**config.mk**
```make
export PLATFORM = sky130hd
export DESIGN_NAME = sound_mixer
export DESIGN_NICKNAME = d
export VERILOG_FILES = /design/src/rtl/sound_mixer.sv
export SDC_FILE = /design/constraint.sdc
export NUM_CORES = 1
export LEC_CHECK = 0
export BUFFER_PORTS_ARGS = -buffer_cell sky130_fd_sc_hd__clkbuf_2
export CAP_MARGIN = 20
export CORE_ASPECT_RATIO = 0.8
export CORE_MARGIN = 8
export CORE_UTILIZATION = 28
export CTS_BUF_LIST = sky130_fd_sc_hd__clkbuf_2
export CTS_CLUSTER_DIAMETER = 100
export DETAILED_ROUTE_END_ITERATION = 10
export HOLD_SLACK_MARGIN = 0.12
export REMOVE_ABC_BUFFERS = 1
export SYNTH_ARGS = -nofsm -noshare
export SYNTH_HDL_FRONTEND = slang
export SYNTH_SLANG_ARGS = --single-unit
```
**constraint.sdc**
```tcl
create_clock -name clk -period 7.3 [get_ports clk]
set_input_delay 0.365 -clock clk [delete_from_list [all_inputs] [get_ports clk]]
set_output_delay 0.365 -clock clk [all_outputs]
set_load 0.03 [all_outputs]
```
**src/rtl/sound_mixer.sv**
```systemverilog
// Multi-channel sound mixer: snapshots channel samples on each sample tick, applies per-channel
// volume through one shared multiplier, saturates the sum and applies a click-free master gain ramp.
module sound_mixer #(
  parameter int unsigned NUM_CH    = 4,
  parameter int unsigned IN_W      = 16,
  parameter int unsigned VOL_W     = 4,
  parameter int unsigned DIV       = 64,
  parameter int unsigned RAMP_STEP = 16
) (
  input  logic                     clk,
  input  logic                     rst,
  input  logic                     clk_3MHz_en,
  input  logic [NUM_CH*IN_W-1:0]   ch_in,
  input  logic [NUM_CH*VOL_W-1:0]  ch_vol,
  input  logic                     sound_en,
  output logic [15:0]              out,
  output logic                     out_valid,
  output logic                     overrun
);

  localparam int unsigned DIV_W   = (DIV > 1) ? $clog2(DIV) : 1;
  localparam int unsigned IDX_W   = $clog2(NUM_CH);
  localparam int unsigned ACC_W   = IN_W + IDX_W + 1;
  localparam int unsigned PROD_W  = IN_W + VOL_W;
  localparam int unsigned GAIN_W  = 9;
  localparam int unsigned GAIN_W1 = GAIN_W + 1;
  localparam int unsigned SCL_W   = 25;
  localparam logic [GAIN_W-1:0] GAIN_MAX = 9'd256;

  typedef enum logic [1:0] {IDLE, ACCUM, SAT, SCALE} state_t;

  state_t             state;
  logic [DIV_W-1:0]   divider;
  logic [IDX_W-1:0]   idx;
  logic [ACC_W-1:0]   acc;
  logic [15:0]        sat;
  logic [GAIN_W-1:0]  gain;
  logic [IN_W-1:0]    snap_in  [NUM_CH];
  logic [VOL_W-1:0]   snap_vol [NUM_CH];

  logic               tick;
  logic [PROD_W-1:0]  prod;
  logic [IN_W-1:0]    contrib;
  logic [SCL_W-1:0]   scaled;
  logic [GAIN_W1-1:0] gain_up;
  logic [GAIN_W-1:0]  gain_next;

  assign tick    = clk_3MHz_en && (divider == DIV_W'(DIV - 1));

  // Shared multiplier: one channel per cycle while accumulating.
  assign prod    = PROD_W'(snap_in[idx]) * PROD_W'(snap_vol[idx]);
  assign contrib = IN_W'(prod >> VOL_W);
  assign scaled  = SCL_W'(sat) * SCL_W'(gain);

  // Gain ramps toward 256 or 0 by RAMP_STEP, clamped at both ends.
  assign gain_up   = {1'b0, gain} + GAIN_W1'(RAMP_STEP);
  assign gain_next = sound_en
                   ? ((gain_up > GAIN_W1'(GAIN_MAX)) ? GAIN_MAX : gain_up[GAIN_W-1:0])
                   : ((gain > GAIN_W'(RAMP_STEP)) ? gain - GAIN_W'(RAMP_STEP) : '0);

  always_ff @(posedge clk) begin
    if (rst) begin
      divider   <= '0;
      state     <= IDLE;
      idx       <= '0;
      acc       <= '0;
      sat       <= '0;
      gain      <= '0;
      out       <= '0;
      out_valid <= 1'b0;
      overrun   <= 1'b0;
    end else begin
      out_valid <= 1'b0;
      if (clk_3MHz_en) divider <= tick ? '0 : divider + DIV_W'(1);
      // Any tick outside IDLE (including the SCALE cycle) is dropped and flagged.
      if (tick && state != IDLE) overrun <= 1'b1;
      case (state)
        IDLE: begin
          if (tick) begin
            for (int i = 0; i < int'(NUM_CH); i++) begin
              snap_in[i]  <= ch_in[i*IN_W +: IN_W];
              snap_vol[i] <= ch_vol[i*VOL_W +: VOL_W];
            end
            acc   <= '0;
            idx   <= '0;
            state <= ACCUM;
          end
        end
        ACCUM: begin
          acc <= acc + ACC_W'(contrib);
          if (idx == IDX_W'(NUM_CH - 1)) state <= SAT;
          else                           idx   <= idx + IDX_W'(1);
        end
        SAT: begin
          sat   <= (acc > ACC_W'(65535)) ? 16'hFFFF : acc[15:0];
          state <= SCALE;
        end
        SCALE: begin
          out       <= 16'(scaled >> 8);
          out_valid <= 1'b1;
          gain      <= gain_next;
          state     <= IDLE;
        end
        default: state <= IDLE;
      endcase
    end
  end

endmodule

```
* After elaboration in Yosys (flattened, before gate mapping) *
Memories as Yosys holds them, arrays and structs flattened. A register that Yosys moved wholly into a read port is not among the register bits.
Index checks and enable logic that the tools add are counted.

operators by class
  add/sub/neg operators = 5
  $mul = 2
  magnitude comparators = 3
  equal/unequal tests = 8
  muxes and demuxes = 22
  reductions and logical operators = 8

operators by type and width
  kind                    number
  $pmux W19 S2            1
  $mux W9                 3
  $mul A16 B9 Y24         1
  $mul A16 B4 Y20         1
  $add A19 B16 Y19        1
  $gt A19 B16 Y1 const B  1
  $mux W19                1
  $mux W16                1
  $mux W2                 8
  $add A9 B5 Y10 const B  1
  $gt A10 B9 Y1 const B   1
  $gt A9 B5 Y1 const B    1
  $sub A9 B5 Y9 const B   1
  $pmux W2 S4             1
  $add A6 B1 Y6 const B   1
  $eq A2 B2 Y1 const B    3
  $eq A6 B6 Y1 const B    1
  $mux W6                 1
  $ne A2 B2 Y1 const B    3
  $mux W1                 5
  $pmux W2 S2             1
  $reduce_and A2 Y1       2
  $reduce_bool A2 Y1      2
  $reduce_and A3 Y1       1
  4 further kinds         5

storage, ports and cells
  flip-flop bits (word level) = 72
  memory bits (writable) = 80
  input bits = 84
  output and inout port bits = 18
  word-level logic and storage cells = 59
  memories kept = 2

memory list
  memory    depth  width  read ports  clocked after Yosys merged registers in  wr ports  RTL line  text
  snap_in   4      16     1           1                                        4         38        logic [IN_W-1:0] snap_in [NUM_CH];
  snap_vol  4      4      1           1                                        4         39        logic [VOL_W-1:0] snap_vol [NUM_CH];

* Longest topological paths before layout *
Gate-level depths: netlist (run 1).

  depth after elaboration = 6
  depth in mapped cells = 23
  gate-level depth less buffers = 22

* Worst setup path before layout (run 1) *
No wires, ideal clock.

  kind = reg-to-reg
  start point = reg (tool-made name)
  end point = reg acc[18]
  library setup time = 0.070 ns
  arrival time = 5.851 ns
  setup slack = 1.379 ns
  stages on the path, launching flop included = 24
  buffers on the path = 2
  period minus slack after synthesis = 5.921 ns
  cells stage by stage = dfxtp_1 > buf_6 > buf_1 > mux4_2 > and2_1 > fa_1 > inv_1 > fa_1 > inv_1 > ha_1 > and3_1 > and2_1 > a221o_1 > nor3_1 > nor2b_1 > a21oi_1 > xnor2_1 > ha_1 > and3_1 > nand2_1 > o21ai_0 > a311oi_1 > or3_1 > a21oi_1

RTL lines
  what                    RTL line  text
  end signal: assignment  90        acc <= acc + ACC_W'(contrib);
  end: declaration        35        logic [ACC_W-1:0] acc;

==> metrics.txt, run 1 <==
Root Buffer clkbuf_2; library cells used by synthesis 65; vias in the first global route approximately 8300; PnR Total Power ~0.0016 W; Post-DRT Antenna Nets 0; Max-slew headroom between 20% and 30%; Final setup violation count 0; antenna violations before repair 1; GRT Total Usage 10.5%; Routed WL approximately 25000 um; PD cells 118 nW/um^2; GP Congestion just over 0.8; Hold Path Class input pin to flip-flop; dominant cells by area after synthesis edfxtp_1, fa_1, ha_1; max-cap check violation count 0; RSZ-0062 raised after global routing no; Final Util 34.0%; GRT overflow 0; ANT cells 0; min Tclk post-route roughly 6.4 ns; crit-path max cell delay 0.93 ns; first-pass GRT wire length between 40000 and 50000 um; Via density ~4.5; Clock Path Buffers 2; CTS sink count 150; number of iterations in the first detailed-routing pass 6; post-synth top area share a little over a fifth; largest area contributor in the netlist edfxtp_1; sequential-to-total area share from yosys stat 33.4%; filler instances approximately 4000; Post-synth EDFFs 80; period utilisation layout roughly 88%; register area 3800 sq um; Synth Register Bits 150; initial drt markers approximately 450; Yosys warning count 0; Critical-path top delay cell dfxtp_1; DRC viols 0; Worst-path clk slew 0.26 ns; most common cell in the netlist inv_1; Leakage 6.19 nW; CP max FO 19; clock latency at the later pin of the worst-skew pair 0.81 ns; PortBufs 101; CTS tree built; Syn Inst Count around 1100; core footprint approximately 40000 sq um; Die X between 200 and 250 um; setup TNS 0 ns; kind of critical path flip-flop to flip-flop; average size of a mapped cell approximately 10 sq um; predominant post-synthesis flop cell edfxtp_1; io pins just over 100; list of most frequent post-synthesis cells inv_1, ha_1, and2_1; hold_sp rst; Worst Path Arrival between 7 and 8 ns; critical-path cell list mux4_2 -> nand2_1 -> fa_1 -> fa_1 -> inv_1 -> ha_1 -> and2_0 -> and4_4 -> a2111oi_4 -> o211ai_2 -> a221o_1 -> a21oi_2 -> xnor2_1 -> ha_1 -> and3_1 -> nand2_1 -> o21ai_0 -> a311oi_1 -> o21ai_0 -> a21oi_1; Fin Clk Skew 0.0291 ns; Post-Syn Area approximately 11000 sq um; Final Hold Fails 0; status finished clean; pin count of the biggest net entering global routing 81; Critical Path Start Type flip-flop; Min Hold Slack about 0.23 ns; highest clock rate ~0.16 GHz; nature of the critical path endpoint flip-flop; WL/cell ~14 um; H-tree levels 4; final net count between 1500 and 2000; total CTS buffers 17; CP required just over 8 ns; Rows 66; Final Slew Violations 0; multi-input logic area approximately 7000 sq um; Async SR Flop Fraction 0%; Die ar. between 40000 and 50000 sq um; die height slightly below 200 um; Worst-Margin Slew roughly 1.1 ns; Starting Density 28.2%; Max VDD drop ~160 uV; post-DP HPWL 19100 um; via count 8462; share of cells above drive strength 1 around an eighth; Area Growth Syn to Fin 20.4%
worst max-delay path: cells and delay by family (launching register included):
| kind | cells | cell delay [ns] |
|---|---|---|
| multiplexers | 1 | 0.80 |
| AO/OA/AOI/OAI | 8 | 2.01 |
| AND/OR/NAND/NOR | 5 | 0.80 |
| XOR/XNOR | 1 | 0.17 |
| buffers and inverters | 1 | 0.04 |
| flip-flops | 1 | 0.93 |
| adder cells (fa/ha/maj) | 4 | 1.61 |
through the flow:
stage / setup WS [ns] / cell area, sq um / cells
floorplan: 1.32 / 11300 / 1088
global placement: 1.09 / 12500 / 1740
detailed placement: 0.891 / 12500 / 1740
CTS: 0.847 / 13700 / 1860
global route: 0.406 / 13700 / 1860
finish: 0.895 / 13700 / 1860
power breakdown:
part / leakage (nW) / switching, W / internal (W)
combinational: 4.76 / 0.0000857 / 0.0000835
clock: 0.155 / 0.000345 / 0.000201
sequential: 1.28 / 0.00000546 / 0.000893
total: 6.19 / 0.000436 / 0.00118
final timing paths:
kind                     endpoint  slack (ns)  cells after the start
max reg2reg  acc[18]$_SDFFE_PP0P_        0.90                     20
max          acc[18]$_SDFFE_PP0P_        0.90                     20
min           out[1]$_SDFFE_PP0P_        0.23                      3
min reg2reg  out[12]$_SDFFE_PP0P_        0.50                      2
metal layers:
layer	track usage (%)	share of wire, %	wire [um]	vias up
met4	2.74	1.2	293	0
met5	0	0	0	-
met3	2.42	3.5	890	18
li1	-	-	-	4163
met2	17.5	48	12200	133
met1	13.7	47	11900	4148
sequential cells by signal, summed over array words and instances (netlist names), named ones only:
name / count
idx: 2
sat: 16
snap_in: 64
overrun: 1
snap_vol: 16
out_valid: 1
divider: 6
acc: 19
gain: 5
out: 16
state: 2
layout by cell type, fill, tap and decap left out, types with 5 or more instances in the layout:
cell / Yosys / layout
and3_1: 6 / 6
a211oi_1: 6 / 6
inv_1: 122 / 122
clkbuf_2: 0 / 118
nand4_1: 6 / 6
xnor2_1: 30 / 30
a31oi_1: 5 / 5
a22o_1: 10 / 10
nor3_1: 27 / 27
nand3_1: 15 / 15
nor2_1: 86 / 85
xor2_1: 18 / 18
conb_1: 2 / 18
a21oi_1: 41 / 41
edfxtp_1: 80 / 80
a22oi_1: 7 / 7
a21o_1: 16 / 16
dlygate4sd3_1: 0 / 88
buf_4: 0 / 7
and2_1: 90 / 90
o21a_1: 8 / 8
mux2i_1: 13 / 13
or3_1: 5 / 5
nand2_1: 87 / 87
fa_1: 83 / 83
dfxtp_1: 70 / 70
nor2b_1: 6 / 6
mux4_2: 20 / 20
nand2b_1: 9 / 9
o21ai_0: 30 / 30
ha_1: 113 / 113
final cells by class:
cell class | instances | share of cell area [%]
clock buffer | 17 | 0.620
clock inverter | 15 | 1.45
inverter | 122 | 3.34
multi-input combinational | 816 | 51.4
sequential | 150 | 27.7
tap | 544 | 4.96
timing repair buffer | 196 | 10.5
cell families after synthesis:
kind of cell	share of synthesized area, %
fa+ha+maj	27.0
other cells	0.0659
flops	33.4
buf+inv	5.34
xor+xnor	3.69
mux	5.29
compound gates	9.86
simple gates	15.4
repair_timing:
item / 4_1_cts / 5_1_grt
resized for setup: 0 / 0
buffers inserted: 0 / 0
hold endpoints to repair: 92 / 0
hold buffers: 88 / 0
(Power assumes the default switching activity.)
==> run 2, diff against run 1 <==
--- a/config.mk
+++ b/config.mk
@@ -7,13 +7,15 @@
 export LEC_CHECK = 0
 export BUFFER_PORTS_ARGS = -buffer_cell sky130_fd_sc_hd__clkbuf_2
 export CAP_MARGIN = 20
-export CORE_ASPECT_RATIO = 0.8
+export CELL_PAD_IN_SITES_DETAIL_PLACEMENT = 0
+export CELL_PAD_IN_SITES_GLOBAL_PLACEMENT = 1
 export CORE_MARGIN = 8
 export CORE_UTILIZATION = 28
 export CTS_BUF_LIST = sky130_fd_sc_hd__clkbuf_2
 export CTS_CLUSTER_DIAMETER = 100
 export DETAILED_ROUTE_END_ITERATION = 10
 export HOLD_SLACK_MARGIN = 0.12
+export PLACE_DENSITY_LB_ADDON = 0.1
 export REMOVE_ABC_BUFFERS = 1
 export SYNTH_ARGS = -nofsm -noshare
 export SYNTH_HDL_FRONTEND = slang
==> run 2 against run 1 <==
  * Sequential power about the same
  * Register-to-register slack improved by 0.16 ns
  * Clock power increased by 3%
==> metrics.txt, run 2 (same netlist as run 1, synthesis figures left out) <==
Die X 218 um (-9.9%); Final Hold Fails 0 (unchanged); final net count 1598 (+0.95%); final non-filler cell total 1864 (+0.22%); CTS tree built; top flop regs snap_in (64), acc (19); setup TNS 0 ns (unchanged); number of iterations in the first detailed-routing pass 4 (-2); Routed WL 25300 um (-0.19%); Placed Area 12500 sq um (about the same); WL/cell 13.5 um (-0.40%); Final Slew Violations 0 (unchanged); PD cells 118 nW/um^2 (+0.55%); GRT Total Usage 11.0% (+0.47 points); pin count of the biggest net entering global routing 76 (-6.2%); GRT overflow 0 (unchanged); Final setup violation count 0 (unchanged); Worst-Margin Slew 0.966 ns (-0.0876 ns); crit-path max cell delay 0.75 ns (-0.18 ns); RSZ-0062 raised after global routing no; Hold Path Class input pin to flip-flop; hold buffer count at CTS 102 (+16%); post-CTS setup buffers 0 (unchanged); highest clock rate 0.160 GHz (+2.5%); Via density 4.34 (-4.5%); core footprint 40500 sq um (+0.20%); max reg flops 64 (unchanged); Clock Path Buffers 2 (unchanged); io pins 102 (unchanged); initial drt markers 354 (-21%); antenna violations before repair 1 (unchanged); first-pass GRT wire length 42900 um (+2.9%); nature of the critical path endpoint flip-flop; Starting Density 28.2% (-0.056 points); CTS sink count 150 (unchanged); Critical Path Start Type flip-flop; status finished clean; GP Congestion 0.746 (-10%); Post-Layout Inst Area 13800 sq um (+0.98%); most common cell after layout, fill and taps aside inv_1; Min Hold Slack 0.257 ns (+0.0245 ns); Critical-path top delay cell dfxtp_2; die height 218 um (+11%); DRC viols 0 (unchanged); min Tclk post-route 6.25 ns (-0.158 ns); vias in the first global route 8633 (+3.6%); Die ar. 47400 sq um (about the same); multi-input logic area 7050 sq um (unchanged); clock latency at the later pin of the worst-skew pair 0.81 ns (about the same); period utilisation layout 85.6% (-2.2 points); kind of critical path flip-flop to flip-flop; CP max FO 15 (-4); max-cap check violation count 0 (unchanged); share of cells above drive strength 1 12.9% (about the same); Post-DRT Antenna Nets 0 (unchanged); Max-slew headroom 35.5% (+5.7 points); H-tree levels 4 (unchanged); Area Growth Syn to Fin 21.5%; register area 3800 sq um (about the same); critical-path cell list buf_4 -> mux4_2 -> and2_1 -> fa_1 -> inv_1 -> fa_1 -> inv_1 -> ha_1 -> and3_1 -> and2_1 -> a221o_1 -> nor3_1 -> nor2b_1 -> a21oi_1 -> xnor2_1 -> ha_1 -> and3_1 -> nand2_1 -> o21ai_0 -> a311oi_1 -> or3_1 -> a21oi_1; Worst-path clk slew 0.26 ns (about the same); post-DP HPWL 19700 um (+3.2%); Root Buffer clkbuf_2; PortBufs 101 (unchanged); Rows 74 (+12%); Final Util 34.2% (+0.26 points); Worst Path Arrival 6.99 ns (-0.17 ns); hold_sp ch_in[38]; Max VDD drop 153 uV (-5.3%); total CTS buffers 17 (unchanged); placed insts 1729 (-0.63%); via count 8096 (-4.3%); CP required 8.04 ns (about the same); most frequent cells in the layout inv_1, clkbuf_2, ha_1, dlygate4sd3_1, and2_1; filler instances 4136 (+2.7%); Fin Clk Skew 0.0424 ns (+0.0133 ns); Reg with most FFs snap_in; Leakage 6.27 nW (+1.2%); CTS resizes 0 (unchanged)
[run 2: where the power goes]
part / total [W] / internal (W) / leakage [nW] / switching [W]
Sequential: 0.000898 / 0.000893 / 1.28 / 0.00000558
Clock: 0.000565 / 0.000206 / 0.163 / 0.000358
Combinational: 0.000175 / 0.0000903 / 4.82 / 0.0000851
[run 2: layout make-up]
| class | instances | area share (%) |
|---|---|---|
| multi-input combinational | 816 | 50.9 |
| sequential | 150 | 27.5 |
| timing repair buffer | 211 | 11.5 |
| tap | 532 | 4.81 |
| inverter | 122 | 3.31 |
| clock inverter | 14 | 1.38 |
| clock buffer | 18 | 0.651 |
| antenna | 1 | 0.0181 |
[run 2: metrics by stage]
stage	power [W]	setup slack, ns
after global placement	0.00105	1.07
after floorplan	0.000992	1.32
final	0.00164	1.05
after CTS	0.00168	0.895
after global routing	0.00173	0.601
after detailed placement	0.00105	0.989
[run 2: layer usage]
layer	share of wire [%]	global-route usage, %
met1	47	13.5
met2	49	19.0
met3	2.6	2.33
met4	1.1	3.27
met5	0	0
[run 2: final timing paths]
path                            slack, ns                 endpoint  cells past startpoint
worst max register to register       1.05     acc[18]$_SDFFE_PP0P_                     22
worst min register to register       0.50     overrun$_SDFFE_PP0P_                      2
worst max-delay path                 1.05     acc[18]$_SDFFE_PP0P_                     22
worst min-delay path                 0.26  snap_in[2][6]$_DFFE_PP_                      2
[run 2: worst max-delay path: cells and delay by family (launching register included)]
family          cells  cell delay (ns)
fa+ha+maj           4             1.74
simple gates        8             1.61
compound gates      5             1.02
flops               1             0.75
mux                 1             0.56
buf+inv             3             0.38
xor+xnor            1             0.09
==> run 3, diff against run 2 <==
--- a/config.mk
+++ b/config.mk
@@ -9,7 +9,6 @@
 export CAP_MARGIN = 20
 export CELL_PAD_IN_SITES_DETAIL_PLACEMENT = 0
 export CELL_PAD_IN_SITES_GLOBAL_PLACEMENT = 1
-export CORE_MARGIN = 8
 export CORE_UTILIZATION = 28
 export CTS_BUF_LIST = sky130_fd_sc_hd__clkbuf_2
 export CTS_CLUSTER_DIAMETER = 100
==> run 3 against run 2 <==
  * Critical path depth unchanged
  * Total power fell by 0.73%
  * Combinational power rose by 16%
  * Fmax decreased by 0.64%
  * Core utilization is 2.0 points higher
  * Clock power shrank 7.1%
  * Worst hold slack improved by 0.18 ns
  * Count of clock-buffer cells in the layout fell by 1
  * Non-clock buffer count increased by 65
  * Die area fell by 12%
  * Cell count up 3.1%
  * Global-route usage up 2.2 points
==> metrics.txt, run 3 (same netlist as run 1, synthesis figures left out) <==
CTS resizes 0 (unchanged); highest clock rate 0.159 GHz (-0.64%); Root Buffer clkbuf_2; vias in the first global route 8787 (+1.8%); post-DP HPWL 19000 um (-3.4%); Reg power frac 55.2% (+0.4 points); Final setup violation count 0 (unchanged); CP max FO 8 (-7); top flop regs snap_in (64), acc (19); period utilisation layout 86.1% (+0.55 points); Post-Layout Inst Area 14500 sq um (+4.4%); Die X 204 um (-6.4%); Placed Area 12600 sq um (about the same); met2 usage 22.7% (+3.7 points); Fin Clk Skew 0.0577 ns (+0.0153 ns); Final Hold Fails 0 (unchanged); Routed WL 25600 um (+1.5%); io pins 102 (unchanged); RSZ-0062 raised after global routing no; Die ar. 41500 sq um (-12%); Area Growth Syn to Fin 26.9%; most common cell after layout, fill and taps aside dlygate4sd3_1; Max-slew headroom 35.4% (-0.10 points); hold depth 4 (+2); nature of the critical path endpoint flip-flop; Via density 4.33 (-0.27%); most frequent cells in the layout dlygate4sd3_1, inv_1, clkbuf_2, ha_1, and2_1; Hold Path Class input pin to flip-flop; hold endpoint divider[0]$_SDFFE_PP0P_; first-pass GRT wire length 43500 um (+1.4%); Critical Path Start Type flip-flop; switching power share of the total 28.0% (+0.64 points); r2r worst-path depth 22 (unchanged); CP required 8.07 ns (+0.03 ns); GP Congestion 0.733 (-1.8%); global route hottest layer met2; max-cap check violation count 0 (unchanged); FF-to-FF End acc[18]$_SDFFE_PP0P_; PD cells 113 nW/um^2 (-4.9%); met1 GRT Util 16.4% (+2.9 points); kind of critical path flip-flop to flip-flop; GRT Total Usage 13.1% (+2.2 points); antenna violations before repair 1 (unchanged); share of cells above drive strength 1 12.4% (-0.53 points); status finished clean; Leakage 6.52 nW (+4.0%); setup TNS 0 ns (unchanged); Clock Path Buffers 2 (unchanged); min Tclk post-route 6.29 ns (+0.0403 ns); Post-DRT Antenna Nets 0 (unchanged); Internal Power 0.00117 W (-1.6%); Worst-Margin Slew 0.969 ns (+0.00285 ns); post-CTS setup buffers 0 (unchanged); max reg flops 64 (unchanged); Starting Density 28.5% (+0.39 points); DRC viols 0 (unchanged); hold buffer count at CTS 164 (+61%); clock latency at the later pin of the worst-skew pair 0.86 ns (+0.05 ns); worst reg2reg setup slack 1.01 ns (-0.04 ns); GRT overflow 0 (unchanged); CTS sink count 150 (unchanged); filler instances 4048 (-2.1%); die height 204 um (-6.4%); Worst-path clk slew 0.26 ns (about the same); WL/cell 13.3 um (-1.5%); Reg with most FFs snap_in; number of iterations in the first detailed-routing pass 4 (unchanged); combinational power share 12.5% (+1.8 points); hold_sp clk_3MHz_en; pin count of the biggest net entering global routing 78 (+2.6%); via count 8325 (+2.8%); Rows 73 (-1.4%); total CTS buffers 17 (unchanged); switching pwr 0.000456 W (+1.6%); PortBufs 101 (unchanged); final net count 1663 (+4.1%); Final Slew Violations 0 (unchanged); core footprint 39900 sq um (-1.4%); met3 usage 2.60% (+0.27 points); initial drt markers 278 (-21%); Max VDD drop 119 uV (-23%); Worst Path Arrival 7.05 ns (+0.06 ns); CTS tree built; H-tree levels 4 (unchanged); Clk pwr share 32.3% (-2.2 points)
## run 3: stage by stage
step | instances | setup WS, ns | hold WS, ns | total power (W) | util, %
after CTS | 1921 | 0.846 | 0.259 | 0.00166 | 36.2
final | 1922 | 1.01 | 0.436 | 0.00163 | 36.2
after detailed placement | 1725 | 0.937 | 0.468 | 0.00105 | 31.5
after global routing | 1922 | 0.458 | 0.322 | 0.00172 | 36.2
after global placement | 1725 | 1.08 | 0.462 | 0.00105 | 31.5
after floorplan | 1088 | 1.32 | 0.434 | 0.000992 | -
## run 3: worst max path at each step
stage	start	to	cells past startpoint	slack [ns]
final	flip-flop	acc[18]$_SDFFE_PP0P_	22	1.01
after global routing	flip-flop	acc[18]$_SDFFE_PP0P_	22	0.46
after CTS	flip-flop	acc[18]$_SDFFE_PP0P_	22	0.85
after detailed placement	flip-flop	acc[18]$_SDFFE_PP0P_	22	0.94
after global placement	flip-flop	acc[17]$_SDFFE_PP0P_	21	1.08
after floorplan	flip-flop	acc[18]$_SDFFE_PP0P_	21	1.32
## run 3: power groups by stage
stage / Combinational, W / Clock [W] / Sequential (W)
2_1_floorplan: 0.0000780 / 0 / 0.000914
3_3_place_gp: 0.000138 / 0 / 0.000915
3_5_place_dp: 0.000138 / 0 / 0.000916
4_1_cts: 0.000204 / 0.000561 / 0.000899
5_1_grt: 0.000226 / 0.000590 / 0.000900
6_report: 0.000203 / 0.000525 / 0.000898
## run 3: cell type report
class | instances | area [sq um] | share of cell area [%]
timing repair buffer | 276 | 2230 | 15.4
multi-input combinational | 816 | 7050 | 48.8
clock inverter | 15 | 168 | 1.16
sequential | 150 | 3800 | 26.3
inverter | 122 | 458 | 3.17
clock buffer | 17 | 85.1 | 0.589
antenna | 1 | 2.50 | 0.0173
tap | 525 | 657 | 4.55
## run 3: critical path, cell delays in order (launching register included)
cell and delay [ns]:
dfxtp_1 0.70, buf_4 0.28, mux4_2 0.56, and2_1 0.20, fa_1 0.53, inv_1 0.05
fa_1 0.52, inv_1 0.04, ha_1 0.33, and3_1 0.21, and2_1 0.17, a221o_1 0.36
nor3_1 0.33, nor2b_1 0.13, a21oi_1 0.19, xnor2_1 0.09, ha_1 0.38, and3_1 0.23
nand2_1 0.06, o21ai_0 0.21, a311oi_1 0.12, or3_1 0.38, a21oi_1 0.14
## run 3: routing by layer
metal | wire length [um] | share of wire [%]
met1 | 12200 | 47
met5 | 0 | 0
met3 | 536 | 2.1
met4 | 203 | 0.79
met2 | 12700 | 50
